File: src/rtl/mac_array_seq_if.sv
// Bus between the core FSM / array datapath (master side) and the tile
// sequencer (slave side). Clock and reset stay plain ports on the modules.
interface mac_array_seq_if #(
  parameter int addr_w = 11,
  parameter int col    = 8
);

  // Tile request from the core FSM
  logic              start;
  logic [addr_w-1:0] n_pix;
  logic [addr_w-1:0] k_base;
  logic [addr_w-1:0] a_base;

  // Bottom-row valid bits coming back from the array
  logic [col-1:0]    valid;

  // SRAM read ports and array instruction driven by the sequencer
  logic              k_rd;
  logic [addr_w-1:0] k_addr;
  logic              a_rd;
  logic [addr_w-1:0] a_addr;
  logic [1:0]        inst_w;

  // Tile status
  logic              busy;
  logic              done;
  logic [addr_w-1:0] out_cnt;

  modport master (
    output start, n_pix, k_base, a_base, valid,
    input  k_rd, k_addr, a_rd, a_addr, inst_w, busy, done, out_cnt
  );

  modport slave (
    input  start, n_pix, k_base, a_base, valid,
    output k_rd, k_addr, a_rd, a_addr, inst_w, busy, done, out_cnt
  );

endinterface

File: src/rtl/mac_array_seq.sv
// Tile sequencer for the weight-stationary MAC array.
// One tile: load col kernel vectors, let them ripple through the array,
// stream n_pix activation vectors, then count result vectors leaving the
// bottom row and pulse done once all of them have been seen.
module mac_array_seq #(
  parameter int row    = 8,
  parameter int col    = 8,
  parameter int addr_w = 11,
  parameter int cnt_w  = 6
) (
  input logic           clk,
  input logic           reset,
  mac_array_seq_if.slave bus
);

  typedef enum logic [2:0] {
    IDLE,
    LOAD_K,
    K_DRAIN,
    EXEC,
    E_DRAIN,
    DONE
  } state_t;

  // Terminal values of the shared kernel-load / drain counter
  localparam logic [cnt_w-1:0]  load_last  = cnt_w'(col - 1);
  localparam logic [cnt_w-1:0]  drain_last = cnt_w'(row + col - 1);
  localparam logic [addr_w-1:0] one_a      = addr_w'(1);

  state_t            state;
  logic [cnt_w-1:0]  cnt;        // kernel index in LOAD_K, drain cycles in K_DRAIN
  logic [addr_w-1:0] pix_cnt;    // activation index in EXEC
  logic [addr_w-1:0] n_pix_q;
  logic [addr_w-1:0] a_base_q;

  logic              k_rd_q;
  logic [addr_w-1:0] k_addr_q;
  logic              a_rd_q;
  logic [addr_w-1:0] a_addr_q;
  logic [1:0]        inst_q;
  logic              busy_q;
  logic              done_q;
  logic [addr_w-1:0] out_cnt_q;

  logic              count_en;
  logic              res_valid;
  logic              unused_valid;

  // Only the last column's valid marks a complete result vector
  assign res_valid    = bus.valid[col-1];
  assign unused_valid = ^bus.valid[col-2:0];

  // Results are only meaningful while activations are in flight
  assign count_en = (state == EXEC) || (state == E_DRAIN);

  // Tile FSM with all outputs registered
  // NOTE: every register here uses <= so all of them update together from
  // the pre-edge values; a blocking = would let later lines see new values.
  always_ff @(posedge clk) begin
    // NOTE: reset is synchronous and clears every register, including the
    // latched tile parameters, so an aborted tile leaves nothing behind.
    if (!reset) begin
      state     <= IDLE;
      cnt       <= '0;
      pix_cnt   <= '0;
      n_pix_q   <= '0;
      a_base_q  <= '0;
      k_rd_q    <= 1'b0;
      k_addr_q  <= '0;
      a_rd_q    <= 1'b0;
      a_addr_q  <= '0;
      inst_q    <= 2'b00;
      busy_q    <= 1'b0;
      done_q    <= 1'b0;
      out_cnt_q <= '0;
    end else begin
      // Instruction trails the read enables by the SRAM read latency
      inst_q <= {a_rd_q, k_rd_q};

      // Saturating result counter; tile start below clears it
      if (count_en && res_valid && (out_cnt_q != n_pix_q)) begin
        out_cnt_q <= out_cnt_q + one_a;
      end

      case (state)
        IDLE: begin
          done_q <= 1'b0;
          if (bus.start) begin
            n_pix_q   <= bus.n_pix;
            a_base_q  <= bus.a_base;
            out_cnt_q <= '0;
            cnt       <= '0;
            k_rd_q    <= 1'b1;
            k_addr_q  <= bus.k_base;
            busy_q    <= 1'b1;
            state     <= LOAD_K;
          end
        end

        LOAD_K: begin
          if (cnt == load_last) begin
            k_rd_q <= 1'b0;
            cnt    <= '0;
            state  <= K_DRAIN;
          end else begin
            cnt      <= cnt + cnt_w'(1);
            k_addr_q <= k_addr_q + one_a;
          end
        end

        K_DRAIN: begin
          if (cnt == drain_last) begin
            if (n_pix_q != '0) begin
              a_rd_q   <= 1'b1;
              a_addr_q <= a_base_q;
              pix_cnt  <= '0;
              state    <= EXEC;
            end else begin
              busy_q <= 1'b0;
              done_q <= 1'b1;
              state  <= DONE;
            end
          end else begin
            cnt <= cnt + cnt_w'(1);
          end
        end

        EXEC: begin
          // Address arithmetic wraps naturally at 2^addr_w
          if (pix_cnt == (n_pix_q - one_a)) begin
            a_rd_q <= 1'b0;
            state  <= E_DRAIN;
          end else begin
            pix_cnt  <= pix_cnt + one_a;
            a_addr_q <= a_addr_q + one_a;
          end
        end

        E_DRAIN: begin
          // No timeout: waits for every result vector of the tile
          if (out_cnt_q == n_pix_q) begin
            busy_q <= 1'b0;
            done_q <= 1'b1;
            state  <= DONE;
          end
        end

        DONE: begin
          done_q <= 1'b0;
          state  <= IDLE;
        end

        default: begin
          state <= IDLE;
        end
      endcase
    end
  end

  assign bus.k_rd    = k_rd_q;
  assign bus.k_addr  = k_addr_q;
  assign bus.a_rd    = a_rd_q;
  assign bus.a_addr  = a_addr_q;
  assign bus.inst_w  = inst_q;
  assign bus.busy    = busy_q;
  assign bus.done    = done_q;
  assign bus.out_cnt = out_cnt_q;

  // Kernel and activation reads belong to different phases and never overlap
  assert property (@(posedge clk) disable iff (!reset) !(k_rd_q && a_rd_q));

  // The completion pulse is never issued while the tile still reports busy
  assert property (@(posedge clk) disable iff (!reset) done_q |-> !busy_q);

endmodule

File: src/flat_wrapper.sv
// flat-port wrapper written by rule: the top's interface ports become plain ports
module mac_array_seq_flat 
#(
  parameter int row    = 8,
  parameter int col    = 8,
  parameter int addr_w = 11,
  parameter int cnt_w  = 6
)
  (clk, reset, bus_start, bus_n_pix, bus_k_base, bus_a_base, bus_valid, bus_k_rd, bus_k_addr, bus_a_rd, bus_a_addr, bus_inst_w, bus_busy, bus_done, bus_out_cnt);
  mac_array_seq_if #(.addr_w(addr_w), .col(col)) bus_i ();
  input logic clk;
  input logic reset;
  input wire logic [$bits(bus_i.start)-1:0] bus_start;
  input wire logic [$bits(bus_i.n_pix)-1:0] bus_n_pix;
  input wire logic [$bits(bus_i.k_base)-1:0] bus_k_base;
  input wire logic [$bits(bus_i.a_base)-1:0] bus_a_base;
  input wire logic [$bits(bus_i.valid)-1:0] bus_valid;
  output wire logic [$bits(bus_i.k_rd)-1:0] bus_k_rd;
  output wire logic [$bits(bus_i.k_addr)-1:0] bus_k_addr;
  output wire logic [$bits(bus_i.a_rd)-1:0] bus_a_rd;
  output wire logic [$bits(bus_i.a_addr)-1:0] bus_a_addr;
  output wire logic [$bits(bus_i.inst_w)-1:0] bus_inst_w;
  output wire logic [$bits(bus_i.busy)-1:0] bus_busy;
  output wire logic [$bits(bus_i.done)-1:0] bus_done;
  output wire logic [$bits(bus_i.out_cnt)-1:0] bus_out_cnt;
  assign bus_i.start = bus_start;
  assign bus_i.n_pix = bus_n_pix;
  assign bus_i.k_base = bus_k_base;
  assign bus_i.a_base = bus_a_base;
  assign bus_i.valid = bus_valid;
  assign bus_k_rd = bus_i.k_rd;
  assign bus_k_addr = bus_i.k_addr;
  assign bus_a_rd = bus_i.a_rd;
  assign bus_a_addr = bus_i.a_addr;
  assign bus_inst_w = bus_i.inst_w;
  assign bus_busy = bus_i.busy;
  assign bus_done = bus_i.done;
  assign bus_out_cnt = bus_i.out_cnt;
  mac_array_seq #(.row(row), .col(col), .addr_w(addr_w), .cnt_w(cnt_w)) u_core (.clk(clk), .reset(reset), .bus(bus_i));
endmodule
File: config.mk
export PLATFORM = sky130hd
export DESIGN_NAME = mac_array_seq_flat
export DESIGN_NICKNAME = d
export VERILOG_FILES = /design/src/rtl/mac_array_seq_if.sv /design/src/rtl/mac_array_seq.sv /design/src/flat_wrapper.sv
export SDC_FILE = /design/constraint.sdc
export NUM_CORES = 1
export LEC_CHECK = 0
export CAP_MARGIN = 0
export CORE_UTILIZATION = 42
export CTS_CLUSTER_SIZE = 10
export DETAILED_ROUTE_END_ITERATION = 10
export DONT_BUFFER_PORTS = 1
export PLACE_DENSITY_LB_ADDON = 0.3
export SLEW_MARGIN = 20
export SYNTH_ARGS = -nofsm -noshare
export SYNTH_HDL_FRONTEND = slang
export SYNTH_SLANG_ARGS = --single-unit
File: constraint.sdc
create_clock -name clk -period 2.9 [get_ports clk]
set_clock_uncertainty 0.05 [all_clocks]
set_input_delay 0.29 -clock clk [delete_from_list [all_inputs] [get_ports clk]]
set_output_delay 0.29 -clock clk [all_outputs]
set_load 0.1 [all_outputs]
==> results.cfg <==
[logic_synthesis]
synth_top_area_share = 0.371
synth_cells = 564
synth.distinct_cells = 61
syn_area_mm2 = 0.00438
ys_ff_latch = 81
syn_area_per_cell_um2 = 7.76
synth_flop_cell = dfxtp_1
synth-edff-count = 0
synth_area_leader_cell = dfxtp_1
synthTopCellsByArea = dfxtp_1 37%, nand2_1 7.4%, a21oi_1 6.3%
syn_nets = 615
synth_common_cells = 86 x nand2_1, 81 x dfxtp_1, 55 x a21oi_1, 47 x nor2_1, 27 x nand3_1
async_reset_ff_frac = 0
ys.warnings.count = 0
yosysSeqAreaShare = 0.371
yosysMostFrequentCell = nand2_1

[finish]
n_antenna_cell = 0
drive_above_1_share = 0.125
finalNetCount = 648
syn2layout_area_growth_pct = 15.3

[grt]
grt_first_pass_wirelength_mm = 18.5
grt_max_degree = 46
grt_use_met1 = 0.261
grt-ovfl-total = 0
gr-usage-met3 = 0.0539
grt_util_met2 = 0.340
gr-usage-all-layers = 0.209
gr-max-usage-layer = met2
grt_antenna_before_repair = 0
grt_pass1_vias = 3882

[timing]
final.setup.tns_ns = 0
fmaxAchievable_ghz = 0.377
final_hold_viol_count = 0
rsz0062_at_grt = no
setup_ws_ns = 0.244
slew_violations = 0
tightest_slew_ns = 1.03
slew_headroom = 0.310
period_share = 0.916
hold-worst-slack_ns = 0.00913
setup_viol = 0
period_needed_ns = 2.66

[placement]
place_ws_ns = 0.135
gp_congestion = 0.878
dp_hpwl_mm = 7.90
port_buffers = 0

[setup_path]
r2r-start = u_core.n_pix_q[0]$_SDFFE_PN0P_
crit_arrival_ns = 2.88
cp_max_fo = 19
cp_data_required_time_ns = 3.13
path_buf_inv = 2
critical_path.startpoint = u_core.n_pix_q[0]$_SDFFE_PN0P_
path_cells = inv_1 > ha_1 > nor2b_1 > or3_1 > a31oi_1 > o211ai_2 > o21ai_4 > buf_6 > a21oi_1 > a211oi_1
path_delay_family = compound AO/OA/AOI/OAI gates
cp-start-kind = register
critPathCaptureType = register
worst_path_largest_cell_delay_ns = 0.44
cp_slowest_cell = dfxtp_1
crit_type = reg -> reg

[power_and_ir_drop]
swShare = 0.428
max-vdd-ir-drop_v = 0.000454
power.switching_w = 0.00150
pwr_density_cell_mw_per_mm2 = 693
power.total_w = 0.00350
p_seq_frac = 0.397
leakage_nw = 1.82
comb_power_share = 0.371
internal_power_w = 0.00200
p_clk_frac = 0.232

[die]
die_area_mm2 = 0.0108
start_util = 0.440
die_w_um = 104
core-area_mm2 = 0.00995
rows = 36
die_h_um = 104
ios = 83

[drt]
via_count = 4195
wirelength_mm = 11.1
first_pass_iters = 4
ant_nets = 0
wire_per_inst_um = 15.1
drc = 0
detail_route.vias_per_cell = 5.71
drt-initial-drc-count = 194

[run]
cap_violations = 0

[clock_network]
clockBufferDepth = 2
post-cts-setup-buffer-count = 0
root_buffer = clkbuf_8
htree_levels = 3
cts_made_buffers = 9
clk_pin_slew_ns = 0.09
clk-insertion-delay-late_ns = 0.36
numClockSinks = 81
cts_tree = done

[status]
status = complete, no violations

[min_path]
min_path_type = in -> reg
worstHoldStart = bus_n_pix[10]
what timing repair did:
action | CTS | global route
gates resized for setup | 0 | 2
setup endpoints to repair | 0 | 11
hold buffers | 10 | 0
hold endpoints to repair | 16 | 0
power by group through the flow:
| stage | Combinational (W) | Clock, W | Sequential [W] |
|---|---|---|---|
| floorplan | 0.000670 | 0 | 0.00176 |
| global route | 0.00141 | 0.000870 | 0.00140 |
| finish | 0.00130 | 0.000812 | 0.00139 |
| CTS | 0.00130 | 0.000828 | 0.00139 |
| global placement | 0.00125 | 0 | 0.00141 |
| detailed placement | 0.00128 | 0 | 0.00141 |
cell usage in the layout, fill, tap and decap left out, drive strengths merged, types with 3 or more instances in the layout:
master	Yosys	final
nand2	86	86
dfxtp	81	81
a21oi	55	55
nor2	47	47
buf	8	46
nand3	27	27
o21ai	27	27
xnor2	23	23
or3	20	20
nor3	16	16
clkbuf	26	13
xor2	12	12
nand4	10	10
dlygate4sd3	0	10
inv	9	10
nor2b	9	9
a31oi	9	9
o31ai	8	8
and3	7	7
ha	7	7
and2	6	6
a32oi	6	6
a211oi	5	5
o21a	5	5
o211ai	5	5
o221a	5	5
o22ai	5	5
mux2i	4	4
or4	3	3
or2	3	3
worst paths after layout:
| path | cells past startpoint | slack [ns] | endpoint |
|---|---|---|---|
| setup reg to reg | 10 | 0.24 | u_core.bus.a_addr[0]$_SDFFE_PN0P_ |
| setup / recovery | 10 | 0.24 | u_core.bus.a_addr[0]$_SDFFE_PN0P_ |
| hold / removal | 2 | 0.009 | u_core.n_pix_q[10]$_SDFFE_PN0P_ |
| hold reg to reg | 2 | 0.41 | u_core.a_base_q[1]$_SDFFE_PN0P_ |
sequential cells by signal, indices dropped and copies added (netlist names):
| register | flops |
|---|---|
| u_core.a_base_q | 11 |
| u_core.bus.a_addr | 11 |
| u_core.bus.k_addr | 11 |
| u_core.bus.out_cnt | 11 |
| u_core.n_pix_q | 11 |
| u_core.pix_cnt | 11 |
| u_core.cnt | 6 |
| u_core.state | 3 |
| u_core.bus.inst_w | 2 |
| u_core.bus.a_rd | 1 |
| u_core.bus.busy | 1 |
| u_core.bus.done | 1 |
| u_core.bus.k_rd | 1 |
final cells by class:
type / instances / area, um^2
fill: 957 / 4910
tap: 133 / 166
sequential: 81 / 1620
clock inverter: 3 / 22.5
timing repair buffer: 56 / 449
clock buffer: 13 / 169
inverter: 9 / 33.8
multi-input combinational: 440 / 2580
per-layer routing:
metal,up-vias,wire [um],part of all wire
li1,2093,-,-
met1,1971,4920,0.44
met2,115,5260,0.47
met3,16,716,0.064
met4,0,217,0.020
met5,-,0,0
stage by stage:
| step | instance area [um^2] | std cells | utilization |
|---|---|---|---|
| finish | 5040 | 735 | 0.507 |
| global route | 5040 | 735 | 0.507 |
| CTS | 5030 | 735 | 0.506 |
| detailed placement | 4740 | 709 | 0.476 |
| global placement | 4740 | 709 | 0.476 |
| floorplan | 4380 | 564 | - |
cell families after synthesis:
logic type,share of synthesized area
AOI/OAI and AO/OA,0.208
muxes,0.0117
adders and majority gates,0.0200
buffers and inverters,0.0409
and+or+nand+nor,0.278
DFF,0.371
xor gates and xnor gates,0.0701
(Power assumes the default switching activity.)
